<file path="config.mk">
export PLATFORM = sky130hd
export DESIGN_NAME = cpu_core_multicycle
export DESIGN_NICKNAME = d
export VERILOG_FILES = /design/src/rtl/cpu_core_multicycle.sv
export SDC_FILE = /design/constraint.sdc
export NUM_CORES = 1
export LEC_CHECK = 0
export ABC_CLOCK_PERIOD_IN_PS = 2850
export BUFFER_PORTS_ARGS = -buffer_cell sky130_fd_sc_hd__buf_2
export CAP_MARGIN = 20
export CORE_MARGIN = 8
export CORE_UTILIZATION = 45
export DETAILED_ROUTE_END_ITERATION = 7
export SLEW_MARGIN = 0
export SYNTH_ARGS = -nofsm -noshare
export SYNTH_HDL_FRONTEND = slang
export SYNTH_SLANG_ARGS = --single-unit
</file>
<file path="constraint.sdc">
create_clock -name clk -period 2.85 [get_ports clk]
set_input_delay 0.285 -clock clk [delete_from_list [all_inputs] [get_ports clk]]
set_output_delay 0.285 -clock clk [all_outputs]
set_load 0.005 [all_outputs]
</file>
<file path="src/rtl/cpu_core_multicycle.sv">
// cpu_core_multicycle: multi-cycle FETCH/EXEC/WB core with writable program memory and debug read port
// Ports: clk/rst (rising edge, async active-high reset); start launches execution at PC 0 from IDLE;
// prog_we/prog_addr/prog_data write program memory while IDLE; dbg_addr/dbg_data read any register;
// pc, state, halted, zero, result and result_valid expose architectural state.
module cpu_core_multicycle #(
    parameter int DATA_W     = 8,
    parameter int REG_ADDR_W = 2,
    parameter int PC_W       = 4
) (
    input  logic                    clk,
    input  logic                    rst,
    input  logic                    start,
    input  logic                    prog_we,
    input  logic [PC_W-1:0]         prog_addr,
    input  logic [3*REG_ADDR_W+2:0] prog_data,
    input  logic [REG_ADDR_W-1:0]   dbg_addr,
    output logic [DATA_W-1:0]       dbg_data,
    output logic [PC_W-1:0]         pc,
    output logic [1:0]              state,
    output logic                    halted,
    output logic                    zero,
    output logic [DATA_W-1:0]       result,
    output logic                    result_valid
);
    localparam int INSTR_W = 3 + 3 * REG_ADDR_W;
    localparam int IMM_W   = 2 * REG_ADDR_W;
    localparam int NREG    = 2 ** REG_ADDR_W;

    typedef enum logic [1:0] {S_IDLE = 2'd0, S_FETCH = 2'd1, S_EXEC = 2'd2, S_WB = 2'd3} state_t;

    state_t                state_q, state_d;
    logic [PC_W-1:0]       pc_q, pc_wb;
    logic [INSTR_W-1:0]    ir_q;
    logic [DATA_W-1:0]     alu_q, alu_d, result_q;
    logic                  halted_q, zero_q;
    logic [DATA_W-1:0]     regs_q [NREG];
    logic [INSTR_W-1:0]    imem [2**PC_W];

    logic [2:0]            op;
    logic [REG_ADDR_W-1:0] rd, rs1, rs2;
    logic [IMM_W-1:0]      imm;
    logic                  writes_rd, is_halt, take_target;

    assign {op, rd, rs1, rs2} = ir_q;
    assign imm         = {rs1, rs2};
    assign writes_rd   = op < 3'd6;
    assign is_halt     = op == 3'd7 && rd != '0;
    // JMP always redirects; BZ only when the flag from earlier instructions is set.
    // HALT also matches opcode 7 but its WB keeps pc, so it never uses pc_wb.
    assign take_target = op == 3'd7 || (op == 3'd6 && zero_q);
    assign pc_wb       = take_target ? PC_W'(imm) : pc_q + 1'b1;

    always_comb begin
        case (op)
            3'd0:    alu_d = regs_q[rs1] + regs_q[rs2];
            3'd1:    alu_d = regs_q[rs1] - regs_q[rs2];
            3'd2:    alu_d = regs_q[rs1] & regs_q[rs2];
            3'd3:    alu_d = regs_q[rs1] | regs_q[rs2];
            3'd4:    alu_d = regs_q[rs1] ^ regs_q[rs2];
            default: alu_d = DATA_W'(imm);
        endcase
    end

    always_ff @(posedge clk or posedge rst) begin
        if (rst) state_q <= S_IDLE;
        else     state_q <= state_d;
    end

    always_comb begin
        state_d = state_q;
        case (state_q)
            S_IDLE:  state_d = start ? S_FETCH : S_IDLE;
            S_FETCH: state_d = S_EXEC;
            S_EXEC:  state_d = S_WB;
            S_WB:    state_d = is_halt ? S_IDLE : S_FETCH;
        endcase
    end

    always_comb begin
        result_valid = state_q == S_WB && writes_rd;
    end

    always_ff @(posedge clk or posedge rst) begin
        if (rst) begin
            pc_q     <= '0;
            ir_q     <= '0;
            alu_q    <= '0;
            result_q <= '0;
            halted_q <= 1'b0;
            zero_q   <= 1'b0;
            for (int i = 0; i < NREG; i++) regs_q[i] <= '0;
        end else begin
            case (state_q)
                S_IDLE: if (start) begin
                    pc_q     <= '0;
                    halted_q <= 1'b0;
                end
                S_FETCH: ir_q <= imem[pc_q];
                S_EXEC:  alu_q <= alu_d;
                S_WB: begin
                    if (writes_rd) begin
                        regs_q[rd] <= alu_q;
                        result_q   <= alu_q;
                        zero_q     <= alu_q == '0;
                    end
                    if (is_halt) halted_q <= 1'b1;
                    else         pc_q     <= pc_wb;
                end
            endcase
        end
    end

    // Program memory has no reset so a loaded program survives a core reset.
    always_ff @(posedge clk) begin
        if (prog_we && state_q == S_IDLE) imem[prog_addr] <= prog_data;
    end

    assign dbg_data = regs_q[dbg_addr];
    assign pc       = pc_q;
    assign state    = state_q;
    assign halted   = halted_q;
    assign zero     = zero_q;
    assign result   = result_q;
endmodule

</file>
# Yosys cells after proc, flatten, opt, wreduce, memory -nomap -nowiden

Memories as Yosys holds them, arrays and structs flattened. A register that Yosys moved wholly into a read port is not among the register bits.
Cells that the tools add are included.

Memory bits (writable): 144
Memories kept: 1
Output and inout bits: 25
Flip-flop bits (word level): 56
Logic and storage cells: 78

Memory list:

| memory | depth | bits a word | rd ports | clocked after memory_dff | write ports | RTL line | source |
|---|---|---|---|---|---|---|---|
| imem   | 16    | 9           | 1        | 1                        | 1           | 37       | `logic [INSTR_W-1:0] imem [2**PC_W];` |

Reduce and logical (&&, ||, !) cells: 14
Bitwise gates (word level): 7
$add $sub $neg: 3
Muxes and demuxes: 25
Order comparisons: 6
Eq/ne operators: 12

Operators by type and width:

| kind                                                     | number |
|---|---|
| two-way mux 8 bit                                        | 7 |
| binary-select mux 8 bit (select 2 bit)                   | 3 |
| case mux 8 bit (5 select lines)                          | 1 |
| bitwise mux 32 bit                                       | 1 |
| demux 8 bit (select 2 bit)                               | 1 |
| greater-or-equal comparator 3 bit, second input constant | 4 |
| two-way mux 4 bit                                        | 3 |
| NOT 2 -> 3 bit                                           | 4 |
| equality test 3 bit, second input constant               | 3 |
| adder 8 bit                                              | 1 |
| bitwise AND 8 bit                                        | 1 |
| zero test 8 bit                                          | 1 |
| OR 8 bit                                                 | 1 |
| case mux 2 bit (4 select lines)                          | 1 |
| case mux 4 bit (2 select lines)                          | 1 |
| subtractor 8 bit                                         | 1 |
| bitwise XOR 8 bit                                        | 1 |
| equality test 3 x 2 -> 1 bit, second input constant      | 2 |
| two-way mux 1 bit                                        | 6 |
| inequality test 2 bit, second input constant             | 3 |
| AND reduction 3 bit                                      | 2 |
| logical AND 1 bit                                        | 5 |
| adder 4 x 1 -> 4 bit, second input constant              | 1 |
| equality test 2 bit, second input constant               | 2 |
| 10 further kinds                                         | 11 |

# Logic depth before layout (Yosys ltp)

Gate-level depths: netlist of run 1.

Depth after elaboration: 6
Gate-level depth with buffers: 14
Depth with buffers taken out: 13

# Worst setup path after synthesis of run 1

Ideal clock, no wire load.

Path kind: register to register
Start: register ir_q[0] (read register of imem)
End: register alu_q[6]
Period minus slack after synthesis: 3055 ps
Data required time: 2768 ps
Cell stages (with the launch flop): 14
Arrival time: 2973 ps
Slack: -205 ps
Path through: dfrtp_1 > buf_6 > mux4_2 > inv_1 > ha_1 > mux2_2 > fa_1 > nor2b_1 > o21ai_0 > a21boi_0 > o21a_1 > nor3_1 > nand3b_1 > a31oi_1

Longest elaborated chain between the ends: 6
Elaborated cells between the ends (all ways): 10

Ends and longest elaborated chain:

| what                                                     | RTL line | source |
|---|---|---|
| start, declared                                          | 33       | `logic [INSTR_W-1:0] ir_q;` |
| NOT 2 -> 3 bit (not written as such) (*)                 | n/a      |  |
| binary-select mux 8 bit (select 2 bit) (*)               | n/a      |  |
| two-way mux 8 bit (not written as such) (*) (2 in a row) | n/a      |  |
| subtractor 8 bit, or another cell as far along           | 56       | `3'd1: alu_d = regs_q[rs1] - regs_q[rs2];` |
| case mux 8 bit (5 select lines) (*)                      | 54       | `case (op)` |
| end signal, assigned                                     | 99       | `S_EXEC: alu_q <= alu_d;` |
| end, declared                                            | 34       | `logic [DATA_W-1:0] alu_q, alu_d, result_q;` |

Every way passes the cells marked *; elsewhere a longest branch is shown, timed or not. The select of a mux whose other input is x is not followed.
A chain may end at the register's enable or synchronous reset.

# Worst setup path after layout of run 1

Ends and elaborated chain as after synthesis.

==> results.cfg, run 1 <==
[finish]
fillers = 1697
area_growth_pct = 17.9
fin_nets = 797
diodes = 0
drive_gt1_share_pct = 31.2

[setup_path]
endpoint_kind = flop
worst_path_max_delay_cell = mux4_2
path_cells = mux4_2, inv_2, ha_4, mux2_4, fa_2, nor2b_4, o21ai_2, a21boi_2, o21a_1, nor3_1, nand3b_1, a31oi_1
arrival_ns = 3.28
crit_buf_inv = 1
path_delay_family = multiplexers
required_ns = 3.28
critPathKind = reg -> reg
critPathMaxStageDelay_ns = 0.54
critPathLaunchType = flop
path_max_fanout = 3

[synthesis]
ys_warn_count = 0
synthArstFlopShare_pct = 31.1
seq_area_frac_synth_pct = 61.7
syn_area_um2 = 9640
syn_inst = 652
ys.flop_type = edfxtp_1
synth-seq-cells = 209
syn_nets = 701
synth-edff-count = 144
synth_cell_types = 47
synth.avg_cell_area_um2 = 14.8

[drt]
firstDrtPassIters = 5
via_count = 5924
wl_met2_um = 11300
dr_wl_met3_um = 958
avgViaCountPerCell = 5.70
wl_um = 21900
drc = 0
topRoutingLayerUsed = met4
wl_per_cell_um = 21.1
ant_nets = 0
wl_met1_um = 9230
drtIter0Drc = 397

[global_routing]
grt_max_degree = 40
grt_overflow = 0
grt_pass1_vias = 6258
antenna_found_initial = 0
grt_pass1_wl_um = 35300
track_usage_pct = 17.0

[die]
die_y_um = 162
start_util_pct = 45.9
row_count = 53
die-area_um2 = 26400
pin_count = 44
core_um2 = 21000
die_x_um = 162

[place]
place.port_buffers = 43
gp_routability_congestion = 0.841
hpwl_um = 15400

[sta]
fin_crit_ns = 2.85
holdWs_ns = 0.103
rsz0062_at_grt = yes
hold_viol = 0
finalClockSkew_ns = 0.0177
setup_viol = 0
fmax_mhz = 351
fin_crit_sh_pct = 100
drv_slew = 0
worst_pin_slew_ns = 0.692
maxSlewHeadroom_pct = 53.7
tns_ns = 0

[cts]
root_buffer = clkbuf_16
htreeDepth = 1
clock_path_buffers = 3
clkSinkCount = 209
clock_latency_ns = 0.52
clk_pin_slew_ns = 0.06
cts_tree = yes
cts_made_buffers = 23

[power]
power.density_nw_per_um2 = 1240
p_leak_nw = 4.29
vdd_drop_max_uv = 588

[run]
maxCapViolCount = 0

[outcome]
status = finished, final reports clean

[worst_hold_path]
min_path_type = in -> reg
[synth_stat cells, types with 2 or more instances]
| library cell | n | area (µm²) |
|---|---|---|
| a21oi_1 | 21 | 105 |
| a22oi_1 | 3 | 22.5 |
| a31oi_1 | 7 | 43.8 |
| buf_1 | 3 | 11.3 |
| buf_2 | 4 | 20.0 |
| clkbuf_1 | 22 | 82.6 |
| dfrtp_1 | 65 | 1630 |
| edfxtp_1 | 144 | 4320 |
| ha_1 | 29 | 363 |
| inv_1 | 30 | 113 |
| mux2_2 | 30 | 338 |
| mux2i_1 | 21 | 210 |
| mux4_1 | 4 | 105 |
| mux4_2 | 47 | 1060 |
| nand2_1 | 49 | 184 |
| nand2b_1 | 6 | 37.5 |
| nand3_1 | 5 | 25.0 |
| nand3b_1 | 2 | 15.0 |
| nor2_1 | 39 | 146 |
| nor2b_1 | 3 | 18.8 |
| nor3_1 | 7 | 35.0 |
| nor3_4 | 2 | 32.5 |
| nor3b_1 | 2 | 15.0 |
| nor4_1 | 2 | 12.5 |
| o211ai_1 | 4 | 30.0 |
| o21a_1 | 4 | 30.0 |
| o21ai_0 | 48 | 240 |
| o221ai_1 | 9 | 78.8 |
| o22ai_1 | 11 | 68.8 |
| o32ai_1 | 2 | 17.5 |
| or2_2 | 2 | 12.5 |
| or3_1 | 2 | 12.5 |
| xnor2_1 | 9 | 78.8 |
[worst paths after layout]
path	to	depth (start not counted)	startpoint	slack, ns
worst max register to register	alu_q[6]$_DFFE_PP0P_	12	ir_q[0]$_DFFE_PP0N_	0.00002
min in group asynchronous	state[1]$_DFF_PP0_	3	rst	0.36
worst max-delay path	alu_q[6]$_DFFE_PP0P_	12	ir_q[0]$_DFFE_PP0N_	0.00002
max in group asynchronous	regs_q[31]$_DFFE_PP0P_	4	rst	1.69
worst min-delay path	state[0]$_DFF_PP0_	3	start	0.10
worst min register to register	result[5]$_DFFE_PP0P_	2	result[5]$_DFFE_PP0P_	0.47
[kinds of logic (layout without fill, tap and decap cells)]
family,Yosys count,in the layout,synth area share [%]
fa+ha+maj,30,30,3.97
xor+xnor,9,9,0.818
buf+inv,63,175,2.73
simple gates,124,124,5.92
flops,209,209,61.7
compound gates,115,115,7.10
mux,102,102,17.8
[sequential cells by signal, summed over array words and instances, names as in the netlist]
signal,flops
ir_q,9
zero,1
regs_q,32
result,8
halted,1
state,2
alu_q,8
pc,4
imem,144
[timing repair]
action / CTS / global route
buffers inserted: 1 / 2
resized for setup: 4 / 13
hold endpoints to repair: 23 / 0
pin swaps: 4 / 6
hold buffers: 1 / 0
setup endpoints to repair: 4 / 5
[cell type report]
type                            instances  area, µm²  area share (%)
Clock buffer                           28        594            5.23
Clock inverter                         13        183            1.61
Inverter                               31        116            1.02
Multi-Input combinational cell        380       3490            30.7
Sequential cell                       209       5950            52.4
Tap cell                              275        344            3.03
Timing Repair Buffer                  103        688            6.05
[per-layer routing]
layer / GRT usage, % / vias up
met5: 0 / -
met4: 3.66 / 0
met3: 2.63 / 37
met2: 30.2 / 153
met1: 21.6 / 3044
li1: - / 2690
[per-stage QoR]
stage / cells / area (µm²) / util (%) / worst slack (ns) / total power, mW
finish: 1039 / 11400 / 54.1 / 0.0000155 / 14.1
global route: 1039 / 11400 / 54.1 / -0.169 / 15.0
CTS: 1037 / 11300 / 53.8 / -0.0495 / 13.7
detailed placement: 994 / 10500 / 50.0 / -0.0907 / 10.5
global placement: 994 / 10500 / 50.0 / -0.0294 / 10.4
floorplan: 652 / 9660 / - / -0.0637 / 8.68
[tightest hold or removal path, stage by stage]
cell	delay, ns
buf_2	0.10
nor2_1	0.06
a21oi_1	0.11
[cells in the final DEF (no fill, tap or decap), types with 26 or more instances in the layout]
master	Yosys	routed
buf_2	4	43
ha_1	29	28
dfrtp_1	65	63
o21ai_0	48	46
nor2_1	39	36
buf_4	1	56
edfxtp_1	144	144
nand2_1	49	48
mux4_2	47	48
inv_1	30	26
mux2_2	30	29
[power by group]
group | total [mW] | internal, mW | switching (mW)
clock network | 3.03 | 1.86 | 1.17
registers | 4.17 | 3.72 | 0.445
logic | 6.88 | 3.32 | 3.57
total | 14.1 | 8.90 | 5.19
(Power assumes the default switching activity.)
==> inputs of run 2 (changes only) <==
- ABC_AREA: not set -> 1
- REMOVE_ABC_BUFFERS: not set -> 1
==> run 2 against run 1 <==
Critical endpoint is now alu_q[3]$_DFFE_PP0P_. Wire length rose by 18%. Non-clock buffer count decreased by 12. Critical path type unchanged. Die area is 3.1% higher. Clock-buffer cell count is the same.
==> results.cfg, run 2 <==
[drt]
ant_nets = 0
avgViaCountPerCell = 5.47
drc = 0
via_count = 7457
wl_per_cell_um = 18.9
firstDrtPassIters = 6
wl_um = 25700
drtIter0Drc = 680

[synthesis]
ys.flop_type = edfxtp_1
ys_top_cells_by_area = edfxtp_1, dfrtp_1, o21ai_0
synth_cell_types = 47
yosysTopAreaCell = edfxtp_1
yosys-top-cells-count = nor2_1, o21ai_0, edfxtp_1
seq_area_frac_synth_pct = 59.7
yosysMostFrequentCell = nor2_1
synth.avg_cell_area_um2 = 9.98
syn_inst = 1000
syn_area_um2 = 9980
synth-edff-count = 144
synth-seq-cells = 209
yosys.area.top_type_share_pct = 43.3
ys_warn_count = 0
synthArstFlopShare_pct = 31.1

[setup_path]
path_max_fanout = 7
endpoint_kind = flop
timing.rr.end = alu_q[3]$_DFFE_PP0P_
required_ns = 3.25
r2r-start = ir_q[0]$_DFFE_PP0N_
critPathLaunchType = flop
ff2ff_setup_slack_ns = 0.21
reg2regPathDepth = 16
arrival_ns = 3.03
critPathLaunch = ir_q[0]$_DFFE_PP0N_
critPathKind = reg -> reg

[worst_hold_path]
min_path_type = in -> reg
whs_endpoint = imem[13][5]$_DFFE_PP_
hp-start = prog_data[5]
holdPathStages = 1

[sta]
worst_pin_slew_ns = 0.734
hold_viol = 0
layout_setup_ws_ns = 0.215
setup_viol = 0
maxSlewHeadroom_pct = 51.1
finalClockSkew_ns = 0.0123
fmax_mhz = 379
drv_slew = 0
fin_crit_sh_pct = 92.5
tns_ns = 0
fin_crit_ns = 2.64

[global_routing]
grt_max_degree = 75
grt_pass1_vias = 7390
track_usage_pct = 19.3
grt_overflow = 0
grt_pass1_wl_um = 40700
antenna_found_initial = 0

[cts]
cts_tree = yes
cts_made_buffers = 23
clkSinkCount = 209
clk_pin_slew_ns = 0.06
htreeDepth = 1
clock_latency_ns = 0.53
root_buffer = clkbuf_16
clock_path_buffers = 3

[place]
hpwl_um = 17400
dp.cells = 1318
dpl_cell_area_um2 = 10700
place.port_buffers = 43
place_ws_ns = 0.0657
gp_routability_congestion = 0.905

[finish]
stdcell_area_um2 = 11500
reg_top3 = imem: 144 flops, regs_q: 32 flops, ir_q: 9 flops
fin_nets = 1118
area_growth_pct = 15.6
drive_gt1_share_pct = 16.1
largest_reg_flops = 144
regMostFlops = imem
final_cell_mix = nor2_1, o21ai_0, edfxtp_1, nand2_1, dfrtp_1
final_common_cell = nor2_1
ff_latch_area_um2 = 5950
multi_input_area_um2 = 3570
fillers = 1964
fin_cells = 1364
diodes = 0

[die]
core_um2 = 21800
row_count = 54
die_y_um = 165
die-area_um2 = 27200
pin_count = 44
die_x_um = 165
start_util_pct = 45.7

[power]
p_leak_nw = 4.61
seqPwrFrac_pct = 30.5
clockPowerShare_pct = 21.6
p_switching_mw = 5.83
vdd_drop_max_uv = 635
switching_share_pct = 41.9
power.density_nw_per_um2 = 1210
internal-power_mw = 8.07
power.total_mw = 13.9
combPwrFrac_pct = 47.8

[outcome]
status = finished, final reports clean

[run]
maxCapViolCount = 0
## run 2: changes by cell type in the layout (fill, tap and decap cells not counted), sizes merged, moves of 30 or more
| cell | before | now |
|---|---|---|
| nor2 | 39 | 158 |
| o21ai | 49 | 166 |
| nand2 | 49 | 159 |
| mux4 | 51 | 0 |
| o22ai | 11 | 50 |
| inv | 31 | 68 |
| nand3 | 5 | 36 |
| mux2 | 30 | 0 |
## run 2: layer usage
| layer | vias up | wire length [µm] | track usage, % |
|---|---|---|---|
| met5 | - | 0 | 0 |
| li1 | 3632 | - | - |
| met3 | 56 | 1180 | 2.72 |
| met2 | 201 | 13000 | 33.5 |
| met4 | 0 | 1020 | 7.78 |
| met1 | 3568 | 10600 | 23.8 |
## run 2: critical path: stages (launching register included)
cell and delay (ns):
dfrtp_2 0.47, inv_6 0.10, nand2_1 0.05, nand3_1 0.08, nand2_2 0.06, ha_1 0.18
inv_1 0.09, nand2_1 0.07, xnor2_1 0.13, ha_1 0.33, nand3b_1 0.10, nand3_1 0.11
or2_2 0.29, nand3_1 0.08, o2111ai_1 0.15, a21oi_1 0.15, o21ai_1 0.07
## run 2: metrics by stage
step           util (%)  hold WS, ns
3_3_place_gp       48.8        0.441
4_1_cts            52.4        0.150
2_1_floorplan         -        0.371
5_1_grt            52.8        0.152
3_5_place_dp       48.8        0.449
6_report           52.8        0.160
## run 2: layout make-up
cell class              instances  area share, %
inverters                      68           2.30
repair buffers                 91           5.39
multi-input cells             676           31.0
clock buffers                  28           5.33
clock inverters                12           1.31
flip-flops and latches        209           51.6
well taps                     280           3.04
## run 2: timing repair
item | in CTS | in global routing
buffers inserted | 0 | 4
hold buffers | 2 | 0
hold endpoints to repair | 32 | 0
endpoints found under the setup margin | 0 | 5
resized for setup | 0 | 19
## run 2: logic make-up (layout without fill, tap and decap cells)
group / after synthesis / in the layout / synth area share [%]
AOI/OAI and AO/OA: 274 / 274 / 15.2
xor gates and xnor gates: 8 / 8 / 0.702
adders and majority gates: 30 / 30 / 3.84
buffers and inverters: 115 / 199 / 4.99
DFF: 209 / 209 / 59.7
and+or+nand+nor: 364 / 364 / 15.7
## run 2: how the worst max path moves through the flow
| stage | end | cells past startpoint |
|---|---|---|
| finish | alu_q[3]$_DFFE_PP0P_ | 16 |
| global route | alu_q[6]$_DFFE_PP0P_ | 19 |
| CTS | alu_q[6]$_DFFE_PP0P_ | 19 |
| detailed placement | alu_q[6]$_DFFE_PP0P_ | 19 |
| global placement | alu_q[6]$_DFFE_PP0P_ | 19 |
| floorplan | ir_q[1]$_DFFE_PP0N_ | 7 |
## run 2: power groups by stage
stage,Clock (mW),Sequential [mW],Combinational (mW)
after floorplan,0,4.27,4.23
final,3.00,4.24,6.65
after detailed placement,0,4.29,6.34
after global routing,3.18,4.30,7.56
after CTS,3.06,4.23,6.37
after global placement,0,4.28,6.26
==> inputs of run 3 (changes only) <==
- GPL_TIMING_DRIVEN: not set -> 0
==> run 3 against run 2 <==
Worst hold slack better by 0.0092 ns. Wire length about the same. Register-to-register slack got worse by 0.09 ns. Worst setup slack got worse by 0.087 ns. Sequential share of layout area increased by 0.37 points. Total power grew 2.2%. Clock skew barely moved. Cell count is 1.8% lower. Flip-flop and latch count did not move. First-iteration DRC count increased by 5.3%. Global-route usage decreased by 0.18 points. Sequential power grew 3%. Critical path type unchanged. Largest power group unchanged.
==> results.cfg, run 3 (synthesized netlist as in run 2, its figures left out) <==
[sta]
rsz0062_at_grt = yes
fmax_mhz = 367
finalClockSkew_ns = 0.0127
holdWs_ns = 0.169
tns_ns = 0
maxSlewHeadroom_pct = 33.9
worst_pin_slew_ns = 0.984
fin_crit_ns = 2.72
fin_crit_sh_pct = 95.5
setup_viol = 0
hold_viol = 0
drv_slew = 0

[setup_path]
endpoint_kind = flop
critPathMaxStageDelay_ns = 0.54
r2r-start = ir_q[0]$_DFFE_PP0N_
reg2regPathDepth = 19
timing.critical_path.mode_cell = nand2_1
timing.rr.end = alu_q[7]$_DFFE_PP0P_
required_ns = 3.31
critPathKind = reg -> reg
path_max_fanout = 7
path_cells = buf_6, nand2_1, nand3_2, nand2_4, ha_4, inv_1, nor2_2, a31oi_1, xor2_1, ha_1, a21oi_1, o21ai_1, a21oi_2, inv_1, nand3_1, nand3_1, nand2_1, nand2_1, nand2_1
ff2ff_setup_slack_ns = 0.13
critPathLaunchType = flop
worst_path_max_delay_cell = dfrtp_4
arrival_ns = 3.18

[power]
power.total_mw = 14.2
power.density_nw_per_um2 = 1240
vdd_drop_max_uv = 698
p_leak_nw = 4.50

[place]
place.port_buffers = 43
hpwl_um = 16500
gp_routability_congestion = 0.836

[global_routing]
grt_overflow = 0
grt_pass1_vias = 7063
grt_pass1_wl_um = 39900
grt_max_degree = 66
antenna_found_initial = 0
track_usage_pct = 19.1

[die]
die_y_um = 165
start_util_pct = 45.7
die-area_um2 = 27200
core_um2 = 21800
pin_count = 44
die_x_um = 165
row_count = 54

[finish]
drive_gt1_share_pct = 16.1
area_growth_pct = 14.9
final_cell_mix = nor2_1, o21ai_0, edfxtp_1, nand2_1, dfrtp_1
largest_reg_flops = 144
regMostFlops = imem
fillers = 1990
final_common_cell = nor2_1
reg_top3 = imem: 144 flops, regs_q: 32 flops, ir_q: 9 flops
diodes = 0
fin_nets = 1092

[cts]
cts_made_buffers = 23
clk_pin_slew_ns = 0.06
clock_path_buffers = 3
clock_latency_ns = 0.52
root_buffer = clkbuf_16
cts_tree = yes
clkSinkCount = 209
htreeDepth = 1

[worst_hold_path]
hp-start = prog_data[5]
holdPathStages = 1
whs_endpoint = imem[11][5]$_DFFE_PP_
min_path_type = in -> reg

[drt]
wl_um = 25700
avgViaCountPerCell = 5.47
ant_nets = 0
drtIter0Drc = 716
wl_per_cell_um = 19.2
drc = 0
firstDrtPassIters = 4
via_count = 7335

[outcome]
status = finished, final reports clean

[run]
maxCapViolCount = 0
## run 3: layer usage
layer  up-vias  track usage (%)  share of wire [%]
met1      3535             23.9                 42
met3        47             2.19                4.0
li1       3590                -                  -
met5         -                0                  0
met4         0             6.47                3.1
met2       163             33.6                 50
## run 3: worst max-delay path by stage
stage               slack [ns]                start                    to  depth (start not counted)
finish                    0.13  ir_q[0]$_DFFE_PP0N_  alu_q[7]$_DFFE_PP0P_                         19
global route             -0.11  ir_q[0]$_DFFE_PP0N_  alu_q[6]$_DFFE_PP0P_                         18
floorplan               -0.009    pc[0]$_DFFE_PP0P_   ir_q[1]$_DFFE_PP0N_                          7
CTS                     0.0007  ir_q[0]$_DFFE_PP0N_  alu_q[7]$_DFFE_PP0P_                         19
global placement         -1.67    pc[0]$_DFFE_PP0P_   ir_q[7]$_DFFE_PP0N_                          7
detailed placement       -0.54  ir_q[0]$_DFFE_PP0N_  alu_q[6]$_DFFE_PP0P_                         19
## run 3: cell type report
class | count | area, µm² | area share [%]
flip-flops and latches | 209 | 5960 | 52.0
multi-input cells | 676 | 3670 | 32.0
clock buffers | 37 | 678 | 5.92
repair buffers | 65 | 449 | 3.92
well taps | 280 | 350 | 3.06
inverters | 68 | 285 | 2.49
clock inverters | 5 | 68.8 | 0.601
## run 3: repair_timing
| item | in CTS | in global routing |
|---|---|---|
| hold buffers | 2 | 0 |
| buffers inserted | 7 | 10 |
| endpoints found under the hold margin | 66 | 0 |
| setup endpoints to repair | 7 | 6 |
| gates resized for setup | 15 | 44 |
| pin swaps | 0 | 26 |
## run 3: through the flow
| stage | setup WS, ns | instance area [µm²] | util, % | std cells |
|---|---|---|---|---|
| after floorplan | -0.00924 | 9740 | - | 953 |
| after global placement | -1.67 | 10300 | 47.2 | 1276 |
| after detailed placement | -0.545 | 10400 | 47.6 | 1279 |
| after CTS | 0.000699 | 11200 | 51.5 | 1330 |
| after global routing | -0.110 | 11500 | 52.5 | 1340 |
| final | 0.127 | 11500 | 52.5 | 1340 |
## run 3: critical path: cells and delay by family, from the launching register on
family | cells | cell delay [ns]
and+or+nand+nor | 9 | 0.73
DFF | 1 | 0.54
AOI/OAI and AO/OA | 4 | 0.50
adders and majority gates | 2 | 0.44
buffers and inverters | 3 | 0.24
xor gates and xnor gates | 1 | 0.18
## run 3: power breakdown
| part | leakage, nW | internal (mW) | switching, mW |
|---|---|---|---|
| registers | 2.11 | 3.73 | 0.650 |
| clock network | 0.356 | 1.73 | 1.20 |
| logic | 2.04 | 2.67 | 4.24 |
| total | 4.50 | 8.12 | 6.09 |
